==> src/rtl/mem_access_controller_pkg.sv <==
// Shared widths, memLength codes, FSM state encoding and the op legality check
// for the load/store sequencer.
package mem_access_controller_pkg;

    localparam int unsigned DATA_WIDTH    = 32;
    localparam int unsigned REGADDR_WIDTH = 5;

    localparam logic [1:0] MemLenByte    = 2'd0;
    localparam logic [1:0] MemLenHalf    = 2'd1;
    localparam logic [1:0] MemLenIllegal = 2'd2;
    localparam logic [1:0] MemLenWord    = 2'd3;

    typedef enum logic [1:0] {
        StIdle = 2'd0,
        StReq  = 2'd1,
        StWb   = 2'd2
    } state_e;

    // True when an issued op must be rejected without touching the bus.
    function automatic logic op_malformed(input logic       load,
                                          input logic       store,
                                          input logic [1:0] len,
                                          input logic [1:0] addr_lo);
        logic bad;
        bad = load && store;
        case (len)
            MemLenHalf:    bad = bad || addr_lo[0];
            MemLenWord:    bad = bad || (addr_lo != 2'b00);
            MemLenIllegal: bad = 1'b1;
            default:       bad = bad;
        endcase
        return bad;
    endfunction

endpackage

==> src/rtl/mem_lane_formatter.sv <==
// Combinational byte-lane formatting: store replication/byte enables and
// load lane selection with sign or zero extension.
module mem_lane_formatter
    import mem_access_controller_pkg::*;
(
    input  logic [1:0]            st_len_i,
    input  logic [1:0]            st_addr_lo_i,
    input  logic [DATA_WIDTH-1:0] st_data_i,
    output logic [3:0]            st_byte_en_o,
    output logic [DATA_WIDTH-1:0] st_wdata_o,
    input  logic [1:0]            ld_len_i,
    input  logic [1:0]            ld_addr_lo_i,
    input  logic                  ld_unsigned_i,
    input  logic [DATA_WIDTH-1:0] ld_rdata_i,
    output logic [DATA_WIDTH-1:0] ld_data_o
);

    logic [7:0]  ld_byte;
    logic [15:0] ld_half;
    logic        ld_sign;

    always_comb begin
        st_byte_en_o = 4'b1111;
        st_wdata_o   = st_data_i;
        case (st_len_i)
            MemLenByte: begin
                st_byte_en_o = 4'b0001 << st_addr_lo_i;
                st_wdata_o   = {4{st_data_i[7:0]}};
            end
            MemLenHalf: begin
                st_byte_en_o = 4'b0011 << st_addr_lo_i;
                st_wdata_o   = {2{st_data_i[15:0]}};
            end
            default: begin
                st_byte_en_o = 4'b1111;
                st_wdata_o   = st_data_i;
            end
        endcase
    end

    always_comb begin
        ld_byte = ld_rdata_i[7:0];
        case (ld_addr_lo_i)
            2'd1:    ld_byte = ld_rdata_i[15:8];
            2'd2:    ld_byte = ld_rdata_i[23:16];
            2'd3:    ld_byte = ld_rdata_i[31:24];
            default: ld_byte = ld_rdata_i[7:0];
        endcase
        ld_half = ld_addr_lo_i[1] ? ld_rdata_i[31:16] : ld_rdata_i[15:0];

        ld_sign   = 1'b0;
        ld_data_o = ld_rdata_i;
        case (ld_len_i)
            MemLenByte: begin
                ld_sign   = ~ld_unsigned_i & ld_byte[7];
                ld_data_o = {{24{ld_sign}}, ld_byte};
            end
            MemLenHalf: begin
                ld_sign   = ~ld_unsigned_i & ld_half[15];
                ld_data_o = {{16{ld_sign}}, ld_half};
            end
            default: ld_data_o = ld_rdata_i;
        endcase
    end

endmodule

==> src/rtl/mem_access_controller.sv <==
// Multi-cycle load/store sequencer: accepts one decoded memory op, runs a
// req/ack bus transaction with timeout, and returns extended load data.
module mem_access_controller
    import mem_access_controller_pkg::*;
#(
    parameter int unsigned TIMEOUT_CYCLES = 16,
    parameter int unsigned TIMER_WIDTH    = 5
) (
    input  logic                     clk,
    input  logic                     reset,
    input  logic                     issueValid,
    input  logic                     load,
    input  logic                     store,
    input  logic                     loadUnsigned,
    input  logic [1:0]               memLength,
    input  logic [DATA_WIDTH-1:0]    address,
    input  logic [DATA_WIDTH-1:0]    storeData,
    input  logic [REGADDR_WIDTH-1:0] destReg,
    output logic                     stall,
    output logic                     memReq,
    output logic                     memWrite,
    output logic [DATA_WIDTH-1:0]    memAddr,
    output logic [3:0]               memByteEnable,
    output logic [DATA_WIDTH-1:0]    memWriteData,
    input  logic                     memAck,
    input  logic [DATA_WIDTH-1:0]    memReadData,
    output logic                     wbValid,
    output logic [REGADDR_WIDTH-1:0] wbReg,
    output logic [DATA_WIDTH-1:0]    wbData,
    output logic                     accessError
);

    localparam logic TimeoutEn = (TIMEOUT_CYCLES != 0);
    localparam logic [TIMER_WIDTH-1:0] TimerLast =
        (TIMEOUT_CYCLES == 0) ? '0 : TIMER_WIDTH'(TIMEOUT_CYCLES - 1);

    state_e                   state_q, state_d;
    logic                     mem_req_q, mem_req_d;
    logic                     mem_write_q, mem_write_d;
    logic [DATA_WIDTH-1:0]    mem_addr_q, mem_addr_d;
    logic [3:0]               mem_be_q, mem_be_d;
    logic [DATA_WIDTH-1:0]    mem_wdata_q, mem_wdata_d;
    logic [1:0]               ld_len_q, ld_len_d;
    logic [1:0]               ld_addr_lo_q, ld_addr_lo_d;
    logic                     ld_unsigned_q, ld_unsigned_d;
    logic [REGADDR_WIDTH-1:0] dest_reg_q, dest_reg_d;
    logic                     wb_valid_q, wb_valid_d;
    logic [REGADDR_WIDTH-1:0] wb_reg_q, wb_reg_d;
    logic [DATA_WIDTH-1:0]    wb_data_q, wb_data_d;
    logic                     access_error_q, access_error_d;
    logic [TIMER_WIDTH-1:0]   timer_q, timer_d;

    logic                  op_valid;
    logic                  op_err;
    logic [3:0]            fmt_be;
    logic [DATA_WIDTH-1:0] fmt_wdata;
    logic [DATA_WIDTH-1:0] fmt_ld_data;

    mem_lane_formatter u_formatter (
        .st_len_i      (memLength),
        .st_addr_lo_i  (address[1:0]),
        .st_data_i     (storeData),
        .st_byte_en_o  (fmt_be),
        .st_wdata_o    (fmt_wdata),
        .ld_len_i      (ld_len_q),
        .ld_addr_lo_i  (ld_addr_lo_q),
        .ld_unsigned_i (ld_unsigned_q),
        .ld_rdata_i    (memReadData),
        .ld_data_o     (fmt_ld_data)
    );

    assign op_valid = issueValid && (load || store);
    assign op_err   = op_malformed(load, store, memLength, address[1:0]);

    always_comb begin
        state_d        = state_q;
        mem_req_d      = mem_req_q;
        mem_write_d    = mem_write_q;
        mem_addr_d     = mem_addr_q;
        mem_be_d       = mem_be_q;
        mem_wdata_d    = mem_wdata_q;
        ld_len_d       = ld_len_q;
        ld_addr_lo_d   = ld_addr_lo_q;
        ld_unsigned_d  = ld_unsigned_q;
        dest_reg_d     = dest_reg_q;
        wb_valid_d     = 1'b0;
        wb_reg_d       = wb_reg_q;
        wb_data_d      = wb_data_q;
        access_error_d = 1'b0;
        timer_d        = timer_q;
        stall          = 1'b0;

        case (state_q)
            StIdle: begin
                if (op_valid) begin
                    if (op_err) begin
                        access_error_d = 1'b1;
                    end else begin
                        stall         = 1'b1;
                        state_d       = StReq;
                        mem_req_d     = 1'b1;
                        mem_write_d   = store;
                        mem_addr_d    = {address[DATA_WIDTH-1:2], 2'b00};
                        mem_be_d      = fmt_be;
                        mem_wdata_d   = fmt_wdata;
                        ld_len_d      = memLength;
                        ld_addr_lo_d  = address[1:0];
                        ld_unsigned_d = loadUnsigned;
                        dest_reg_d    = destReg;
                        timer_d       = '0;
                    end
                end
            end
            StReq: begin
                stall = 1'b1;
                // An ack coinciding with the last timer cycle wins over the timeout.
                if (memAck) begin
                    mem_req_d = 1'b0;
                    if (mem_write_q) begin
                        state_d = StIdle;
                    end else begin
                        state_d    = StWb;
                        wb_data_d  = fmt_ld_data;
                        wb_reg_d   = dest_reg_q;
                        wb_valid_d = (dest_reg_q != '0);
                    end
                end else if (TimeoutEn && (timer_q == TimerLast)) begin
                    mem_req_d      = 1'b0;
                    state_d        = StIdle;
                    access_error_d = 1'b1;
                end else begin
                    timer_d = timer_q + TIMER_WIDTH'(1);
                end
            end
            StWb: begin
                stall   = 1'b1;
                state_d = StIdle;
            end
            default: state_d = StIdle;
        endcase
    end

    always_ff @(posedge clk or posedge reset) begin
        if (reset) begin
            state_q        <= StIdle;
            mem_req_q      <= 1'b0;
            mem_write_q    <= 1'b0;
            mem_addr_q     <= '0;
            mem_be_q       <= '0;
            mem_wdata_q    <= '0;
            ld_len_q       <= '0;
            ld_addr_lo_q   <= '0;
            ld_unsigned_q  <= 1'b0;
            dest_reg_q     <= '0;
            wb_valid_q     <= 1'b0;
            wb_reg_q       <= '0;
            wb_data_q      <= '0;
            access_error_q <= 1'b0;
            timer_q        <= '0;
        end else begin
            state_q        <= state_d;
            mem_req_q      <= mem_req_d;
            mem_write_q    <= mem_write_d;
            mem_addr_q     <= mem_addr_d;
            mem_be_q       <= mem_be_d;
            mem_wdata_q    <= mem_wdata_d;
            ld_len_q       <= ld_len_d;
            ld_addr_lo_q   <= ld_addr_lo_d;
            ld_unsigned_q  <= ld_unsigned_d;
            dest_reg_q     <= dest_reg_d;
            wb_valid_q     <= wb_valid_d;
            wb_reg_q       <= wb_reg_d;
            wb_data_q      <= wb_data_d;
            access_error_q <= access_error_d;
            timer_q        <= timer_d;
        end
    end

    assign memReq        = mem_req_q;
    assign memWrite      = mem_write_q;
    assign memAddr       = mem_addr_q;
    assign memByteEnable = mem_be_q;
    assign memWriteData  = mem_wdata_q;
    assign wbValid       = wb_valid_q;
    assign wbReg         = wb_reg_q;
    assign wbData        = wb_data_q;
    assign accessError   = access_error_q;

endmodule

==> config.mk <==
export PLATFORM = sky130hd
export DESIGN_NAME = mem_access_controller
export DESIGN_NICKNAME = d
export VERILOG_FILES = /design/src/rtl/mem_access_controller_pkg.sv /design/src/rtl/mem_lane_formatter.sv /design/src/rtl/mem_access_controller.sv
export SDC_FILE = /design/constraint.sdc
export NUM_CORES = 1
export LEC_CHECK = 0
export CAP_MARGIN = 15
export CORE_AREA = 2 2 160 162
export DETAILED_ROUTE_END_ITERATION = 10
export DIE_AREA = 0 0 162 164
export PLACE_DENSITY_LB_ADDON = 0.05
export SYNTH_ARGS = -nofsm -noshare
export SYNTH_HDL_FRONTEND = slang
export SYNTH_HIERARCHICAL = 1
export SYNTH_SLANG_ARGS = --single-unit
==> constraint.sdc <==
create_clock -name clk -period 4.3 [get_ports clk]
set_input_delay 0.43 -clock clk [delete_from_list [all_inputs] [get_ports clk]]
set_output_delay 0.43 -clock clk [all_outputs]
set_load 0.1 [all_outputs]
==> flow_results.xml <==
<?xml version="1.0" encoding="UTF-8"?>
<metrics>
  <group name="worst_setup_path">
    <metric name="timing.critical_path.to_type" unit="">output port</metric>
    <metric name="rr_startpoint" unit="">ld_addr_lo_q[1]$_DFFE_PP0P_</metric>
    <metric name="critPathSlowestCell" unit="">sky130_fd_sc_hd__clkdlybuf4s50_1</metric>
    <metric name="most_prevalent_standard_cell_on_the_critical_path" unit="">sky130_fd_sc_hd__nor2_1</metric>
    <metric name="cp-start-kind" unit="">input pin</metric>
    <metric name="critical-path-max-stage-delay" unit="ns">0.76</metric>
    <metric name="worstPathRequired" unit="ns">3.87</metric>
    <metric name="timing.critical_path.fanout_max" unit="">33</metric>
    <metric name="cp_startpoint" unit="">memLength[0]</metric>
    <metric name="reg2reg_to" unit="">wbData[30]$_DFFE_PP0P_</metric>
    <metric name="crit_path_end" unit="">stall</metric>
    <metric name="crit_arrival" unit="ns">2.61</metric>
    <metric name="cp_cell_sequence" unit="">clkdlybuf4s50_1 &gt; nand2b_1 &gt; a211oi_4 &gt; buf_4 &gt; nor2_1 &gt; nor2_1 &gt; buf_12</metric>
    <metric name="worstSetupPathType" unit="">input pin to output port</metric>
    <metric name="worstRegToRegCells" unit="">5</metric>
    <metric name="r2r_setup_slack" unit="ns">1.71</metric>
  </group>
  <group name="cells_and_area">
    <metric name="nets" unit="">818</metric>
    <metric name="fraction_of_final_layout_cells_with_drive_strength_greater_than_1" unit="">0.250</metric>
    <metric name="most_frequent_standard_cell_in_the_layout_excluding_fill_and_tap_cells" unit="">sky130_fd_sc_hd__clkdlybuf4s50_1</metric>
    <metric name="syn_to_final_growth" unit="%">49.4</metric>
    <metric name="layout.cells.most_common_list" unit="">sky130_fd_sc_hd__clkdlybuf4s50_1, sky130_fd_sc_hd__dfrtp_1, sky130_fd_sc_hd__mux2_2</metric>
    <metric name="multiInputGateArea" unit="mm²">0.00272</metric>
    <metric name="antenna_fix_cells" unit="">0</metric>
    <metric name="seq_area" unit="mm²">0.00310</metric>
    <metric name="fillerInstances" unit="">2483</metric>
    <metric name="layout.cell_area.non_filler" unit="mm²">0.00914</metric>
  </group>
  <group name="drt">
    <metric name="drt_wl_total" unit="mm">18.2</metric>
    <metric name="route.detailed.vias_per_inst" unit="">4.45</metric>
    <metric name="drt_pre_antenna_iters" unit="">4</metric>
    <metric name="ant_nets_after_route" unit="">0</metric>
    <metric name="detail_route.iter0.violations" unit="">171</metric>
    <metric name="route.detailed.wl_per_inst" unit="µm">17.4</metric>
    <metric name="via_count" unit="">4653</metric>
    <metric name="drt_drc_violations_left" unit="">0</metric>
  </group>
  <group name="sta">
    <metric name="rsz_0062_raised_after_global_routing" unit="">no</metric>
    <metric name="tmin_final" unit="ns">3.04</metric>
    <metric name="report.final.hold_viol_count" unit="">0</metric>
    <metric name="fin_setup_tns" unit="ns">0</metric>
    <metric name="final.setup.worst_slack" unit="ns">1.26</metric>
    <metric name="final-setup-viol-count" unit="">0</metric>
    <metric name="final_max_slew_viol_count" unit="">0</metric>
    <metric name="worst_max_slew_margin_expressed_relative_to_the_limit" unit="">0.281</metric>
    <metric name="fmax" unit="GHz">0.329</metric>
    <metric name="clock-skew-final" unit="ns">0.00637</metric>
    <metric name="final_critical_path_share_of_the_clock_period" unit="">0.708</metric>
    <metric name="worst_pin_slew" unit="ns">1.08</metric>
  </group>
  <group name="global_route">
    <metric name="grt_usage" unit="">0.141</metric>
    <metric name="global_route_wire_length_before_repair" unit="mm">28.6</metric>
    <metric name="initial_antenna_violation_count" unit="">1</metric>
    <metric name="globalRouteOverflowTotal" unit="">0</metric>
    <metric name="vias_in_the_first_global_route" unit="">5017</metric>
    <metric name="grt_start_max_net_pins" unit="">73</metric>
  </group>
  <group name="logic_synthesis">
    <metric name="post-synth-top-area-fraction" unit="">0.507</metric>
    <metric name="syn_area_per_cell" unit="µm²">12.3</metric>
    <metric name="asyncSetResetFlopFracSynth" unit="">1.00</metric>
    <metric name="yosysWarnings" unit="">6</metric>
    <metric name="synth-edff-count" unit="">0</metric>
    <metric name="synth_area_leaders" unit="">sky130_fd_sc_hd__dfrtp_1, sky130_fd_sc_hd__mux2_2, sky130_fd_sc_hd__nand2_1</metric>
    <metric name="synthCells" unit="">498</metric>
    <metric name="dominantRegCellSynth" unit="">sky130_fd_sc_hd__dfrtp_1</metric>
    <metric name="post_synth_num_cell_types" unit="">42</metric>
    <metric name="yosys_register_bits" unit="">124</metric>
    <metric name="post_synth_instance_area" unit="mm²">0.00612</metric>
    <metric name="yosysTopAreaCell" unit="">sky130_fd_sc_hd__dfrtp_1</metric>
    <metric name="synth.yosys.seq_area_share" unit="">0.507</metric>
  </group>
  <group name="floorplan">
    <metric name="floorplan.die.width" unit="µm">162</metric>
    <metric name="die_h" unit="µm">164</metric>
    <metric name="starting_density_of_the_core" unit="">0.246</metric>
    <metric name="core-area" unit="mm²">0.0248</metric>
    <metric name="placement_rows" unit="">58</metric>
    <metric name="floorplan.die_area" unit="mm²">0.0266</metric>
    <metric name="ioPinCount" unit="">220</metric>
  </group>
  <group name="clock_tree">
    <metric name="cts-hold-fix-buffers" unit="">0</metric>
    <metric name="clock_tree.htree_level_count" unit="">4</metric>
    <metric name="ctsResizeCount" unit="">0</metric>
    <metric name="clock_tree_from_tritoncts" unit="">built</metric>
    <metric name="clock_sinks" unit="">124</metric>
    <metric name="clockRootBuffer" unit="">sky130_fd_sc_hd__clkbuf_16</metric>
    <metric name="clkSlewWorstSetupHoldPaths" unit="ns">0.06</metric>
    <metric name="cts-buffers-inserted" unit="">17</metric>
    <metric name="worst_skew_pair.late_latency" unit="ns">0.41</metric>
    <metric name="buffer_levels_on_the_longest_clock_path" unit="">2</metric>
    <metric name="post_cts_setup_driven_buffer_insertion_count" unit="">0</metric>
  </group>
  <group name="run_status">
    <metric name="outcome" unit="">complete, no violations</metric>
  </group>
  <group name="place">
    <metric name="pre_cts_ws" unit="ns">1.20</metric>
    <metric name="place_area" unit="mm²">0.00856</metric>
    <metric name="portBuffers" unit="">217</metric>
    <metric name="place_congestion" unit="">0.741</metric>
    <metric name="dp.final_hpwl" unit="mm">12.8</metric>
  </group>
  <group name="min_path">
    <metric name="worstHoldPathType" unit="">input pin to asynchronous set/reset pin</metric>
  </group>
  <group name="run">
    <metric name="max_cap_viol_count" unit="">0</metric>
  </group>
</metrics>
[metrics by stage]
step | std cells | hold slack [ns] | util
after floorplan | 499 | 0.475 | -
after global placement | 1014 | 0.476 | 0.345
after detailed placement | 1014 | 0.482 | 0.345
after CTS | 1046 | 0.495 | 0.368
after global routing | 1046 | 0.513 | 0.368
final | 1046 | 0.483 | 0.368
[cell usage after synthesis (4+ instances only)]
cell,number
sky130_fd_sc_hd__nand2b_1,4
sky130_fd_sc_hd__a211oi_1,7
sky130_fd_sc_hd__a221o_1,10
sky130_fd_sc_hd__ha_1,5
sky130_fd_sc_hd__dfrtp_1,124
sky130_fd_sc_hd__nor2b_1,8
sky130_fd_sc_hd__nor2_1,13
sky130_fd_sc_hd__mux2_2,123
sky130_fd_sc_hd__nor3_1,4
sky130_fd_sc_hd__clkbuf_1,10
sky130_fd_sc_hd__inv_1,19
sky130_fd_sc_hd__a21oi_1,7
sky130_fd_sc_hd__buf_4,13
sky130_fd_sc_hd__mux4_2,7
sky130_fd_sc_hd__o22ai_1,7
sky130_fd_sc_hd__mux2_1,8
sky130_fd_sc_hd__o21ai_0,24
sky130_fd_sc_hd__mux2i_1,12
sky130_fd_sc_hd__buf_2,10
sky130_fd_sc_hd__nand2_1,52
[sequential cells by signal, indices dropped and copies added, names as in the netlist]
register and flops:
memAddr 30, timer_q 5, ld_len_q 2, memReq 1, dest_reg_q 5, ld_unsigned_q 1
wbValid 1, memWrite 1, state_q 2, memByteEnable 4, wbReg 5, accessError 1
wbData 32, memWriteData 32, ld_addr_lo_q 2
[area by class of cell]
class                           count  share of cell area
Clock buffer                       17              0.0466
Clock inverter                     15              0.0166
Inverter                           19             0.00808
Multi-Input combinational cell    317               0.298
Sequential cell                   124               0.340
Tap cell                          330              0.0452
Timing Repair Buffer              224               0.246
[worst min path at each step]
stage,from,endpoint,slack [ns]
6_report,reset,memAddr[13]$_DFFE_PP0P_,0.48
5_1_grt,memAddr[7]$_DFFE_PP0P_,memAddr[7]$_DFFE_PP0P_,0.51
4_1_cts,memAddr[7]$_DFFE_PP0P_,memAddr[7]$_DFFE_PP0P_,0.50
3_5_place_dp,memAddr[7]$_DFFE_PP0P_,memAddr[7]$_DFFE_PP0P_,0.48
3_3_place_gp,memAddr[4]$_DFFE_PP0P_,memAddr[4]$_DFFE_PP0P_,0.48
2_1_floorplan,ld_len_q[1]$_DFFE_PP0P_,ld_len_q[1]$_DFFE_PP0P_,0.48
[cells by family (layout without fill, tap and decap cells)]
family / Yosys count / count (layout) / share of synthesized area
simple gates: 92 / 92 / 0.0691
compound gates: 68 / 68 / 0.0769
other cells: 1 / 2 / 0.000613
buf+inv: 58 / 275 / 0.0493
fa+ha+maj: 5 / 5 / 0.0102
flops: 124 / 124 / 0.507
mux: 150 / 150 / 0.287
[worst max-delay path: cells and delay by family]
family          cells  cell delay [ns]
buf+inv             3             1.39
compound gates      1             0.28
simple gates        3             0.47
[routing by layer]
layer	up-vias	track usage	wire, µm
met5	-	0	13
met1	2320	0.174	7710
met3	15	0.0551	1490
li1	2175	-	-
met4	2	0.0438	249
met2	141	0.228	8720
Power is left out: the tool's default activity adds up to more than one toggle a clock period on the data nets, which glitch-free logic cannot reach.
